`src/rtl/game_input_spawner_pkg.sv`:
```
// Shared constants and helpers for the input/spawner block and the downstream VGA stage.
package game_input_spawner_pkg;

    localparam int POS_W = 11;

    localparam logic [POS_W-1:0] UNDEFINED_POSITION = 11'd1000;
    localparam logic [POS_W-1:0] SPAWN_X_OFFSET     = 11'd40;
    localparam int               OBJECT_WIDTH       = 50;

    typedef enum logic [1:0] {
        MOVE_RIGHT = 2'd0,
        MOVE_LEFT  = 2'd1,
        MOVE_IDLE  = 2'd3
    } move_t;

    localparam int BTN_RIGHT = 0;
    localparam int BTN_LEFT  = 1;
    localparam int BTN_FIRE  = 2;
    localparam int NUM_BTNS  = 3;

    // Fibonacci LFSR, taps 16,14,13,11.
    function automatic logic [15:0] lfsr_next(input logic [15:0] cur);
        return {cur[14:0], cur[15] ^ cur[13] ^ cur[12] ^ cur[10]};
    endfunction

    function automatic logic [POS_W-1:0] spawn_x(input logic [8:0] rnd);
        return {2'b00, rnd} + SPAWN_X_OFFSET;
    endfunction

endpackage

```
`src/rtl/game_input_spawner_button_debounce.sv`:
```
// Two-flop synchronizer, stability-counter debouncer and rising-edge strobe for one raw button.
module button_debounce #(
    parameter int DEBOUNCE_CYCLES = 500000
) (
    input  logic clk,
    input  logic reset,
    input  logic btn,
    output logic level,
    output logic rise
);
    localparam int CW = (DEBOUNCE_CYCLES > 1) ? $clog2(DEBOUNCE_CYCLES) : 1;
    localparam logic [CW-1:0] CNT_MAX = CW'(DEBOUNCE_CYCLES - 1);

    logic          sync1_reg;
    logic          sync2_reg;
    logic          last_reg;
    logic          state_reg;
    logic [CW-1:0] cnt_reg;
    logic          stable;
    logic          accept;

    assign stable = (sync2_reg == last_reg);
    assign accept = stable && (cnt_reg == CNT_MAX) && (last_reg != state_reg);

    always_ff @(posedge clk or negedge reset) begin
        if (!reset) begin
            sync1_reg <= 1'b0;
            sync2_reg <= 1'b0;
            last_reg  <= 1'b0;
            state_reg <= 1'b0;
            cnt_reg   <= '0;
        end else begin
            sync1_reg <= btn;
            sync2_reg <= sync1_reg;
            last_reg  <= sync2_reg;
            if (!stable)
                cnt_reg <= '0;
            else if (cnt_reg != CNT_MAX)
                cnt_reg <= cnt_reg + CW'(1);
            if (accept)
                state_reg <= last_reg;
        end
    end

    // Strobe fires in the cycle the new high level is accepted, one cycle ahead of level.
    assign level = state_reg;
    assign rise  = accept && last_reg;

endmodule

```
`src/rtl/game_input_spawner.sv`:
```
// Debounced move/fire requests with fire cooldown, plus periodic pseudo-random object spawns.
module game_input_spawner
    import game_input_spawner_pkg::*;
#(
    parameter int          DEBOUNCE_CYCLES = 500000,
    parameter int          SPAWN_PERIOD    = 50000000,
    parameter int          FIRE_COOLDOWN   = 12500000,
    parameter logic [15:0] LFSR_SEED       = 16'hACE1
) (
    input  logic             clk,
    input  logic             reset,
    input  logic             btn_left,
    input  logic             btn_right,
    input  logic             btn_fire,
    output logic [POS_W-1:0] object_position,
    output logic [1:0]       move,
    output logic             bullet
);
    localparam int SCW = (SPAWN_PERIOD > 1) ? $clog2(SPAWN_PERIOD) : 1;
    localparam int FCW = (FIRE_COOLDOWN > 1) ? $clog2(FIRE_COOLDOWN) : 1;
    localparam logic [SCW-1:0] SPAWN_MAX = SCW'(SPAWN_PERIOD - 1);
    localparam logic [FCW-1:0] COOL_MAX  = FCW'(FIRE_COOLDOWN - 1);

    logic [NUM_BTNS-1:0] btn_vec;
    logic [NUM_BTNS-1:0] level_vec;
    logic [NUM_BTNS-1:0] rise_vec;

    assign btn_vec[BTN_RIGHT] = btn_right;
    assign btn_vec[BTN_LEFT]  = btn_left;
    assign btn_vec[BTN_FIRE]  = btn_fire;

    genvar gi;
    generate
        for (gi = 0; gi < NUM_BTNS; gi++) begin : g_btn
            button_debounce #(
                .DEBOUNCE_CYCLES(DEBOUNCE_CYCLES)
            ) u_debounce (
                .clk  (clk),
                .reset(reset),
                .btn  (btn_vec[gi]),
                .level(level_vec[gi]),
                .rise (rise_vec[gi])
            );
        end
    endgenerate

    move_t            move_reg;
    move_t            move_next;
    logic             bullet_reg;
    logic             fire_ok;
    logic [FCW-1:0]   cool_reg;
    logic [SCW-1:0]   spawn_cnt_reg;
    logic             spawn_wrap;
    logic [15:0]      lfsr_reg;
    logic [POS_W-1:0] position_reg;

    // A move is a one-shot step; simultaneous or conflicting presses, and back-to-back steps, are suppressed.
    always_comb begin
        move_next = MOVE_IDLE;
        if (move_reg == MOVE_IDLE) begin
            if (rise_vec[BTN_RIGHT] && !rise_vec[BTN_LEFT] && !level_vec[BTN_LEFT])
                move_next = MOVE_RIGHT;
            else if (rise_vec[BTN_LEFT] && !rise_vec[BTN_RIGHT] && !level_vec[BTN_RIGHT])
                move_next = MOVE_LEFT;
        end
    end

    assign fire_ok    = rise_vec[BTN_FIRE] && (cool_reg == '0);
    assign spawn_wrap = (spawn_cnt_reg == SPAWN_MAX);

    always_ff @(posedge clk or negedge reset) begin
        if (!reset) begin
            move_reg      <= MOVE_IDLE;
            bullet_reg    <= 1'b0;
            cool_reg      <= '0;
            spawn_cnt_reg <= '0;
            lfsr_reg      <= LFSR_SEED;
            position_reg  <= UNDEFINED_POSITION;
        end else begin
            move_reg   <= move_next;
            bullet_reg <= fire_ok;
            if (fire_ok)
                cool_reg <= COOL_MAX;
            else if (cool_reg != '0)
                cool_reg <= cool_reg - FCW'(1);
            spawn_cnt_reg <= spawn_wrap ? '0 : spawn_cnt_reg + SCW'(1);
            lfsr_reg      <= lfsr_next(lfsr_reg);
            position_reg  <= spawn_wrap ? spawn_x(lfsr_reg[8:0]) : UNDEFINED_POSITION;
        end
    end

    assign object_position = position_reg;
    assign move            = move_reg;
    assign bullet          = bullet_reg;

endmodule

```
`config.mk`:
```
export PLATFORM = sky130hd
export DESIGN_NAME = game_input_spawner
export DESIGN_NICKNAME = d
export VERILOG_FILES = /design/src/rtl/game_input_spawner_pkg.sv /design/src/rtl/game_input_spawner_button_debounce.sv /design/src/rtl/game_input_spawner.sv
export SDC_FILE = /design/constraint.sdc
export NUM_CORES = 1
export LEC_CHECK = 0
export ABC_AREA = 1
export BUFFER_PORTS_ARGS = -buffer_cell sky130_fd_sc_hd__buf_2
export CAP_MARGIN = 20
export CELL_PAD_IN_SITES_DETAIL_PLACEMENT = 1
export CELL_PAD_IN_SITES_GLOBAL_PLACEMENT = 1
export CORE_UTILIZATION = 51
export CTS_CLUSTER_DIAMETER = 100
export DETAILED_ROUTE_END_ITERATION = 8
export GPL_TIMING_DRIVEN = 0
export PLACE_DENSITY_LB_ADDON = 0.08
export SYNTH_ARGS = -nofsm -noshare
export SYNTH_HDL_FRONTEND = slang
export SYNTH_SLANG_ARGS = --single-unit
export TNS_END_PERCENT = 1
```
`constraint.sdc`:
```
create_clock -name clk -period 3.9 [get_ports clk]
set_input_delay 0.195 -clock clk [delete_from_list [all_inputs] [get_ports clk]]
set_output_delay 0.195 -clock clk [all_outputs]
set_load 0.05 [all_outputs]
```
# Yosys cells after proc, flatten, opt, wreduce, memory -nomap -nowiden
# Index checks and enable logic that the tools add are counted.
[totals] word_cells=81 inputBits=5 output_inout_bits=14 regBits=148
[classes] n_mux=13 n_reduce_logical=21 n_bitwise=3 n_addsub=6 eq_ne=17
[ops] cell="$mux W19" count=6
[ops] cell="$add A19 B1 Y19 const B" count=3
[ops] cell="$eq A19 B19 Y1 const B" count=3
[ops] cell="$ne A19 B19 Y1 const B" count=3
[ops] cell="$mux W24" count=2
[ops] cell="$add A26 B1 Y26 const B" count=1
[ops] cell="$eq A26 B26 Y1 const B" count=1
[ops] cell="$mux W26" count=1
[ops] cell="$logic_not A24 Y1" count=1
[ops] cell="$reduce_bool A24 Y1" count=1
[ops] cell="$sub A24 B1 Y24 const B" count=1
[ops] cell="$logic_and A1 B1 Y1" count=14
[ops] cell="$add A9 B6 Y10 const B" count=1
[ops] cell="$mux W10" count=1
[ops] cell="$mux W2" count=3
[ops] cell="$ne A2 B2 Y1 const B" count=3
[ops] cell="$logic_not A1 Y1" count=4
[ops] cell="$eq A1 B1 Y1" count=3
[ops] cell="$ne A1 B1 Y1" count=3
[ops] cell="$xor A1 B1 Y1" count=3
[ops] cell="$eq A2 B2 Y1 const B" count=1
[ops] cell="$reduce_bool A2 Y1" count=1

# Longest topological paths before layout
# Gate-level depths: netlist of the first run.
[depth] depth_word=10 mapped_depth=12 mapped_depth_nobuf=12

# By module
# From an unflattened synthesis of the first run, not the netlist that was laid out.
[hier_totals] hier_cells=1061 area_unflattened_um2=8175.3
[by_module_without_submodules] module="button_debounce" cells_each=183 area_each_um2=1377.6 instances=3
[by_module_without_submodules] module="game_input_spawner" cells_each=512 area_each_um2=4042.6 instances=1

# Least setup slack after synthesis of the first run
# OpenSTA, ideal clock, no wires.
[synth_path] path_kind="reg2reg" from="register cool_reg[0]" to="register cool_reg[7]" path_buffers=0 path_slack_ns=2.330 arrival_time_ns=1.439 setup_ns=0.131 stages_incl_launch_ff=11 t_required_ns=3.769 period_less_slack_ns=1.570 path_cell_list="dfrtp_1 inv_1 ha_1 inv_1 nor2_1 nand2_1 nor2_1 nand3_2 nand2_1 nor2_1 xor2_1"
[synth_via] elab_chain_len=3
[synth_rtl] item="from (decl)" line="game_input_spawner.sv:51" rtl="logic [FCW-1:0] cool_reg;"
[synth_rtl] item="from (signal assigned)" line="game_input_spawner.sv:85" rtl="cool_reg <= cool_reg - FCW'(1);"
[synth_rtl] item="$sub A24 B1 Y24 / $logic_not A24 Y1 (equally long branches)" line="game_input_spawner.sv:85, game_input_spawner.sv:68"
[synth_rtl] item="$mux W24 / $logic_and A1 B1 Y1 (equally long branches)" line="game_input_spawner.sv:84, game_input_spawner.sv:68"
[synth_rtl] item="$mux W24 / $reduce_bool A2 Y1 (equally long branches)"
# Several ways; a longest one is shown, not always the timed one. The select of a mux whose other input is x is not followed.
# A chain may end at the register's enable or synchronous reset.

# Final worst setup path of the first run
[layout_path] from="register g_btn[0].u_debounce.cnt_reg[1]" to="register g_btn[0].u_debounce.cnt_reg[0]"
[layout_via] elab_chain_len=2
[layout_rtl] item="from (decl)" line="game_input_spawner_button_debounce.sv:18" rtl="logic [CW-1:0] cnt_reg;"
[layout_rtl] item="from (signal assigned)" line="game_input_spawner_button_debounce.sv:39" rtl="cnt_reg <= cnt_reg + CW'(1);"
[layout_rtl] item="$ne A19 B19 Y1" line="game_input_spawner_button_debounce.sv:38" rtl="else if (cnt_reg != CNT_MAX)"
[layout_rtl] item="$ne A2 B2 Y1 (no line)"
# Every way passes these cells.

==> results of run 1 <==
==> cells by family after synthesis <==
logic type,synth area share (%)
AO/OA/AOI/OAI,5.905
flip-flops,49.22
AND/OR/NAND/NOR,31.64
other,0.04957
adder cells (fa/ha/maj),1.158
buffers and inverters,7.856
XOR/XNOR,4.168
==> area by class of cell <==
class | count | share of cell area (%)
timing repair buffer | 22 | 1.853
buffer | 6 | 0.4085
sequential | 148 | 43.41
clock buffer | 24 | 5.850
inverter | 149 | 6.521
tap | 184 | 2.684
multi-input combinational | 656 | 37.86
clock inverter | 8 | 1.415
==> worst paths after layout <==
| kind | from | end |
|---|---|---|
| max | g_btn[0].u_debounce.cnt_reg[1] | g_btn[0].u_debounce.cnt_reg[0] |
| min | reset | g_btn[0].u_debounce.cnt_reg[14] |
| max reg2reg | g_btn[0].u_debounce.cnt_reg[1] | g_btn[0].u_debounce.cnt_reg[0] |
| min reg2reg | g_btn[2].u_debounce.sync1_reg | g_btn[2].u_debounce.sync2_reg |
| max in group asynchronous | reset | lfsr_reg[15] |
| min in group clk | g_btn[2].u_debounce.sync1_reg | g_btn[2].u_debounce.sync2_reg |
==> worst max-delay path: stages (launching register included) <==
cell     delay (ps)
dfrtp_1         400
ha_1            300
inv_2            90
nor2_4          170
nand3_1         110
nor2_1          420
inv_1           140
o21ai_0         200
nor2_1           60
==> layer usage <==
metal	vias up	routed length (um)	GRT usage [%]
li1	3141	-	-
met1	3193	8685	32.99
met2	100	10180	49.69
met3	28	485	4.533
met4	0	376	10.84
met5	-	0	0
==> placed cells by master (no fill, tap or decap), types with 3 or more instances in the layout <==
master,instances
xnor2_1,9
o21ai_0,39
or2_1,3
bufinv_16,3
nor3_2,6
buf_2,17
dfrtp_1,132
dfstp_2,16
nand3_1,72
dlygate4sd3_1,4
a21oi_1,32
clkbuf_16,17
nand4_2,3
clkbuf_8,5
inv_1,144
ha_1,7
clkinv_2,3
a21o_1,3
nand4_1,27
xor2_1,27
nor2_1,144
nor2_2,18
nand2_1,199
nor3_1,37
inv_2,5
nand3_2,5
clkbuf_1,5
==> metrics by stage <==
| step | hold slack [ps] | worst slack [ps] | area (um2) | utilization [%] |
|---|---|---|---|---|
| floorplan | -100.6 | 2330 | 7565 | - |
| finish | 267.1 | 1916 | 8577 | 59.24 |
| CTS | 280.6 | 1925 | 8577 | 59.24 |
| detailed placement | 167.7 | 1931 | 7914 | 54.66 |
| global route | 336.8 | 1691 | 8577 | 59.24 |
| global placement | 306.8 | 433.2 | 7880 | 54.42 |
==> report_power, final <==
group / total, mW / internal (mW) / switching (mW)
sequential: 1.56 / 1.55 / 0.0113
combinational: 0.0902 / 0.0223 / 0.0679
clock: 1.73 / 1.09 / 0.642
total: 3.38 / 2.66 / 0.721
==> impl_results.md, run 1 <==
- Clock tree root driver cell: clkbuf_16
- Endpoint kind of the worst setup timing path: register
- Setup crit start kind: register
- Hold bufs inserted after CTS: 4
- TritonCTS clock tree: yes
- Number of placed instances, taps included: 1,161
- TritonCTS buffer count: 17
- Summed negative setup slack over all endpoints: 0 ps
- Timing-limited maximum frequency: 503.9 MHz
- Count of flip-flops with a built-in enable after synthesis: 0
- Layout Cells excl Fill: 1,197
- Max FFs per register: 57
- Number of nets in the final layout: 1,012
- Share of the clock period used by the worst path after layout: 50.88%
- Total power divided by cell area: 394.4 nW/um2
- Synthesized instance count: 959
- Floorplan die width: 123.8 um
- Data arrival time at the worst-slack endpoint: 2300 ps
- Average instance area after synthesis: 7.888 um2
- Max-slew violation total from the final report: 0
- Setup repair after global routing missed its margin: no
- Bufs on Longest Clock Path: 2
- Core area: 14,480 um2
- Antenna-violating nets left: 0
- Total count of hold-check failures in the final report: 0
- Post-cts repair resize count: 0
- Number of distinct library cells after synthesis: 41
- Worst supply voltage drop on vdd: 0.2826 mV
- Final routed wirelength across all metal layers: 19,730 um
- Gr usage total: 27.71%
- Starting utilization of the core area: 52.25%
- Class of the worst hold path: in -> async
- Clock slew at reported path FFs: 60 ps
- Number of filler instances in the final layout: 1,778
- Register Area: 3724 um2
- Library cell with the highest instance count after synthesis: nand2_1
- Post-synth top area cell: dfrtp_1
- Tmin final: 1984 ps
- Worst-Skew Late Latency: 430 ps
- Top fanout value on the critical path: 7
- Reg2Reg Setup Slack: 1920 ps
- Number of sinks on the clock net: 148
- Total number of H-tree levels: 4
- Routability Congestion: 0.8503
- Max-Cap Viols: 0
- Post-route DRC violation count: 0
- Total iterations of the first detailed-routing run: 5
- Leakage: 4.228 nW
- Top cell types by occurrence after synthesis: nand2_1 (199), inv_1 (144), nor2_1 (144)
- Global-route wire length before repair: 32,410 um
- #FFs+latches synth: 148
- Die area: 15,320 um2
- Outcome: complete, no violations
- Total congestion overflow after global routing: 0
- Share of the synthesized area in the top cell type: 43.67%
- Layout cell share with drive strength beyond 1: 10.86%
- Vias in the first global route: 6,791
- Pin count of the biggest net entering global routing: 102
- # rows: 44
- Total number of yosys warnings: 0
- Slew @ Worst Pin: 699.1 ps
- Fraction of the yosys area taken by sequential cells: 49.22%
- Number of antenna violations at the first check in global routing: 0
- Dpl hpwl: 13,550 um
- Cells on worst reg2reg path: 8
- Final setup viols: 0
- Vias per cell: 5.398
- Starting DRT DRC Count: 268
- WS Path Type: reg -> reg
- Synth area leaders: dfrtp_1 (44%), nand2_1 (9.9%), inv_1 (7.1%)
- Total via count in the routed design: 6,462
- Antenna diode count: 0
- Relative slew slack: 53.22%
- Count of input and output buffers: 17
- Die extent in y: 123.8 um
- Post-layout power: 3.383 mW
- Ports placed on the boundary: 19
- Per-cell routed wire length: 16.48 um
- Post-CTS setup buffers: 0
- Net count after synthesis: 971
- Share of flip-flops with an asynchronous set or reset after synthesis: 100.0%
- Post-route clock skew: 10.05 ps
- Layout area overhead: 13.38%
- Main flop type after synthesis: dfrtp_1
- Area used by multi-input combinational logic: 3247 um2
- Required arrival time at the worst endpoint: 4210 ps
- Post-synthesis instance area: 7565 um2
(Power assumes the default switching activity.)
==> run 2: changes to the inputs <==
--- a/config.mk
+++ b/config.mk
@@ -5,12 +5,12 @@
 export SDC_FILE = /design/constraint.sdc
 export NUM_CORES = 1
 export LEC_CHECK = 0
-export ABC_AREA = 1
+export ABC_AREA = 0
 export BUFFER_PORTS_ARGS = -buffer_cell sky130_fd_sc_hd__buf_2
 export CAP_MARGIN = 20
 export CELL_PAD_IN_SITES_DETAIL_PLACEMENT = 1
 export CELL_PAD_IN_SITES_GLOBAL_PLACEMENT = 1
-export CORE_UTILIZATION = 51
+export CORE_UTILIZATION = 45
 export CTS_CLUSTER_DIAMETER = 100
 export DETAILED_ROUTE_END_ITERATION = 8
 export GPL_TIMING_DRIVEN = 0
==> constraint.sdc (replaced) <==
create_clock -name clk -period 1.8 [get_ports clk]
set_input_delay 0.09 -clock clk [delete_from_list [all_inputs] [get_ports clk]]
set_output_delay 0.09 -clock clk [all_outputs]
set_load 0.05 [all_outputs]
==> run 2 against run 1 <==
  * The run now ends with setup timing left
  * Register-to-register slack lost 2200 ps
  * Routed wire length shrank 24%
  * Synthesized cell count is 33% lower
  * Critical path type unchanged
  * Sequential power is 120% higher
==> impl_results.md, run 2 <==
- Share of the synthesized area in the top cell type: 49.19% (+5.5 points)
- Count of flip-flops with a built-in enable after synthesis: 0 (unchanged)
- Post-route DRC violation count: 0 (unchanged)
- Layout Cells excl Fill: 890 (-26%)
- Smallest hold slack: 228.7 ps (-38.46 ps)
- Max-Cap Viols: 0 (unchanged)
- Ports placed on the boundary: 19 (unchanged)
- Max-slew violation total from the final report: 0 (unchanged)
- Antenna diode count: 0 (unchanged)
- Outcome: finished with violations
- Final routed wirelength across all metal layers: 15,050 um (-24%)
- Net count after synthesis: 653 (-33%)
- Layout area overhead: 21.26%
- Number of distinct library cells after synthesis: 54 (+32%)
- Bufs on Longest Clock Path: 2 (unchanged)
- Pin count of the biggest net entering global routing: 81 (-21%)
- Final core utilization: 56.03% (-3.2 points)
- Final std cell area, no fill: 8143 um2 (-5.1%)
- Total via count in the routed design: 4,893 (-24%)
- # rows: 44 (unchanged)
- Synth area leaders: dfrtp_1 (49%), xor2_1 (6.4%), dfstp_2 (6.3%)
- WS Path Type: reg -> reg
- Starting DRT DRC Count: 222 (-17%)
- Total number of H-tree levels: 4 (unchanged)
- Average instance area after synthesis: 10.48 um2 (+33%)
- Core area: 14,530 um2 (+0.38%)
- Die area: 15,420 um2 (+0.60%)
- Top cell types by occurrence after synthesis: dfrtp_1 (132), nor2_1 (91), nand2_1 (52)
- Vias per cell: 5.498 (+1.8%)
- Starting utilization of the core area: 46.20% (-6.0 points)
- Routability Congestion: 0.7844 (-7.8%)
- Summed negative setup slack over all endpoints: -5212 ps (-5212 ps)
- Clock slew at reported path FFs: 70 ps (about the same)
- Post-route clock skew: 10.23 ps (+0.1760 ps)
- Library cell with the highest instance count after synthesis: dfrtp_1
- Number of sinks on the clock net: 148 (unchanged)
- Data arrival time at the worst-slack endpoint: 2420 ps (+120 ps)
- Critical path origin: cool_reg[17]
- Placed standard-cell area: 7064 um2 (-11%)
- Slew @ Worst Pin: 671.9 ps (-27.21 ps)
- Top fanout value on the critical path: 5 (-2)
- Post-layout power: 7.200 mW (+110%)
- Share of flip-flops with an asynchronous set or reset after synthesis: 100.0% (unchanged)
- Reg2Reg Setup Slack: -310 ps (-2230 ps)
- Count of input and output buffers: 17 (unchanged)
- Floorplan die width: 124.2 um (+0.30%)
- Clock tree root driver cell: clkbuf_16
- Total power divided by cell area: 884.2 nW/um2 (+120%)
- Class of the worst hold path: in -> async
- Final worst setup slack: -312.8 ps (-2228 ps)
- Number of antenna violations at the first check in global routing: 0 (unchanged)
- Max FFs per register: 57 (unchanged)
- Die extent in y: 124.2 um (+0.30%)
- Startpoint of the worst-slack reg-to-reg timing path: cool_reg[17]
- Most used cells in the layout excluding fill and tap cells: dfrtp_1 (126), nor2_1 (85), nand2_1 (51)
- Timing-limited maximum frequency: 473.3 MHz (-6.1%)
- Post-placement setup slack: -892.3 ps (-2823 ps)
- Antenna-violating nets left: 0 (unchanged)
- Post-synthesis instance area: 6715 um2 (-11%)
- Total number of yosys warnings: 0 (unchanged)
- Setup crit start kind: register
- Share of the clock period used by the worst path after layout: 117.4% (+66 points)
- Most common cell after layout, fill and taps aside: dfrtp_1
- Number of placed instances, taps included: 843 (-27%)
- Gr usage total: 21.53% (-6.2 points)
- Tmin final: 2113 ps (+128.3 ps)
- Required arrival time at the worst endpoint: 2110 ps (-2100 ps)
- Main flop type after synthesis: dfrtp_1
- Vias in the first global route: 5,169 (-24%)
- TritonCTS clock tree: yes
- Worst supply voltage drop on vdd: 0.6372 mV (+130%)
- Fraction of the yosys area taken by sequential cells: 55.45% (+6.2 points)
- Per-cell routed wire length: 16.91 um (+2.6%)
- Layout cell share with drive strength beyond 1: 22.10% (+11 points)
- #FFs+latches synth: 148 (unchanged)
- Post-synth top area cell: dfrtp_1
- Number of nets in the final layout: 705 (-30%)
- Global-route wire length before repair: 25,490 um (-21%)
- Worst-Skew Late Latency: 430 ps (about the same)
- TritonCTS buffer count: 17 (unchanged)
- Synthesized instance count: 641 (-33%)
- Total congestion overflow after global routing: 0 (unchanged)
- Endpoint kind of the worst setup timing path: register
- Dpl hpwl: 9548 um (-30%)
- Relative slew slack: 55.21% (+2.0 points)
- Total count of hold-check failures in the final report: 0 (unchanged)
- Final setup viols: 34 (+34)
- Total iterations of the first detailed-routing run: 4 (-1)
- Setup repair after global routing missed its margin: yes
- Leakage: 3.593 nW (-15%)
- Violations in the final reports: setup timing
run 2: cell count changes in the layout (fill, tap and decap cells not counted), sizes merged, moves of 13 or more:
cell / change
a21oi: -16
and3: +13
buf: +15
inv: -130
nand2: -149
nand3: -47
nor2: -72
o21ai: -16
xnor2: +31
xor2: +22
run 2: final timing paths:
check / endpoint / depth (start not counted)
max in group asynchronous: object_position[5] / 3
hold reg to reg: lfsr_reg[15] / 0
hold / removal: g_btn[0].u_debounce.cnt_reg[12] / 2
min in group clk: g_btn[0].u_debounce.sync1_reg / 2
setup / recovery: cool_reg[15] / 6
setup reg to reg: cool_reg[15] / 6
run 2: worst max-delay path: stages (launching register included):
cell	delay, ps
dfrtp_1	390
or4_4	560
nor4_4	230
buf_4	170
and4_4	250
nor3_1	50
or3b_1	350
run 2: timing repair:
| action | 4_1_cts | 5_1_grt |
|---|---|---|
| gates cloned | 1 | 0 |
| endpoints found under the setup margin | 85 | 94 |
| pin swaps | 18 | 13 |
| hold buffers | 4 | 0 |
| buffers inserted | 8 | 3 |
| resized for setup | 72 | 22 |
| endpoints found under the hold margin | 69 | 0 |
run 2: where the power goes:
part           internal [mW]  switching (mW)
registers               3.37          0.0504
clock network           1.88            1.67
logic                 0.0737           0.159
run 2: cells by family after synthesis:
family	synth area share, %
DFF	55.45
other	0.05584
adders and majority gates	1.304
AOI/OAI and AO/OA	5.031
and+or+nand+nor	24.41
muxes	0.6149
xor gates and xnor gates	11.61
buffers and inverters	1.528
run 2: cell type report:
class	instances	area [um2]
Buffer	15	116.4
Clock buffer	17	425.4
Clock inverter	15	173.9
Fill cell	1574	6391
Inverter	8	30.03
Multi-Input combinational cell	469	3187
Sequential cell	148	3731
Tap cell	184	230.2
Timing Repair Buffer	34	249.0
run 2: layer usage:
| metal | GRT usage, % | share of wire [%] | up-vias |
|---|---|---|---|
| li1 | - | - | 2340 |
| met3 | 4.945 | 2.4 | 10 |
| met4 | 6.696 | 0.88 | 0 |
| met5 | 0 | 0 | - |
| met1 | 27.98 | 46 | 2499 |
| met2 | 35.64 | 51 | 44 |
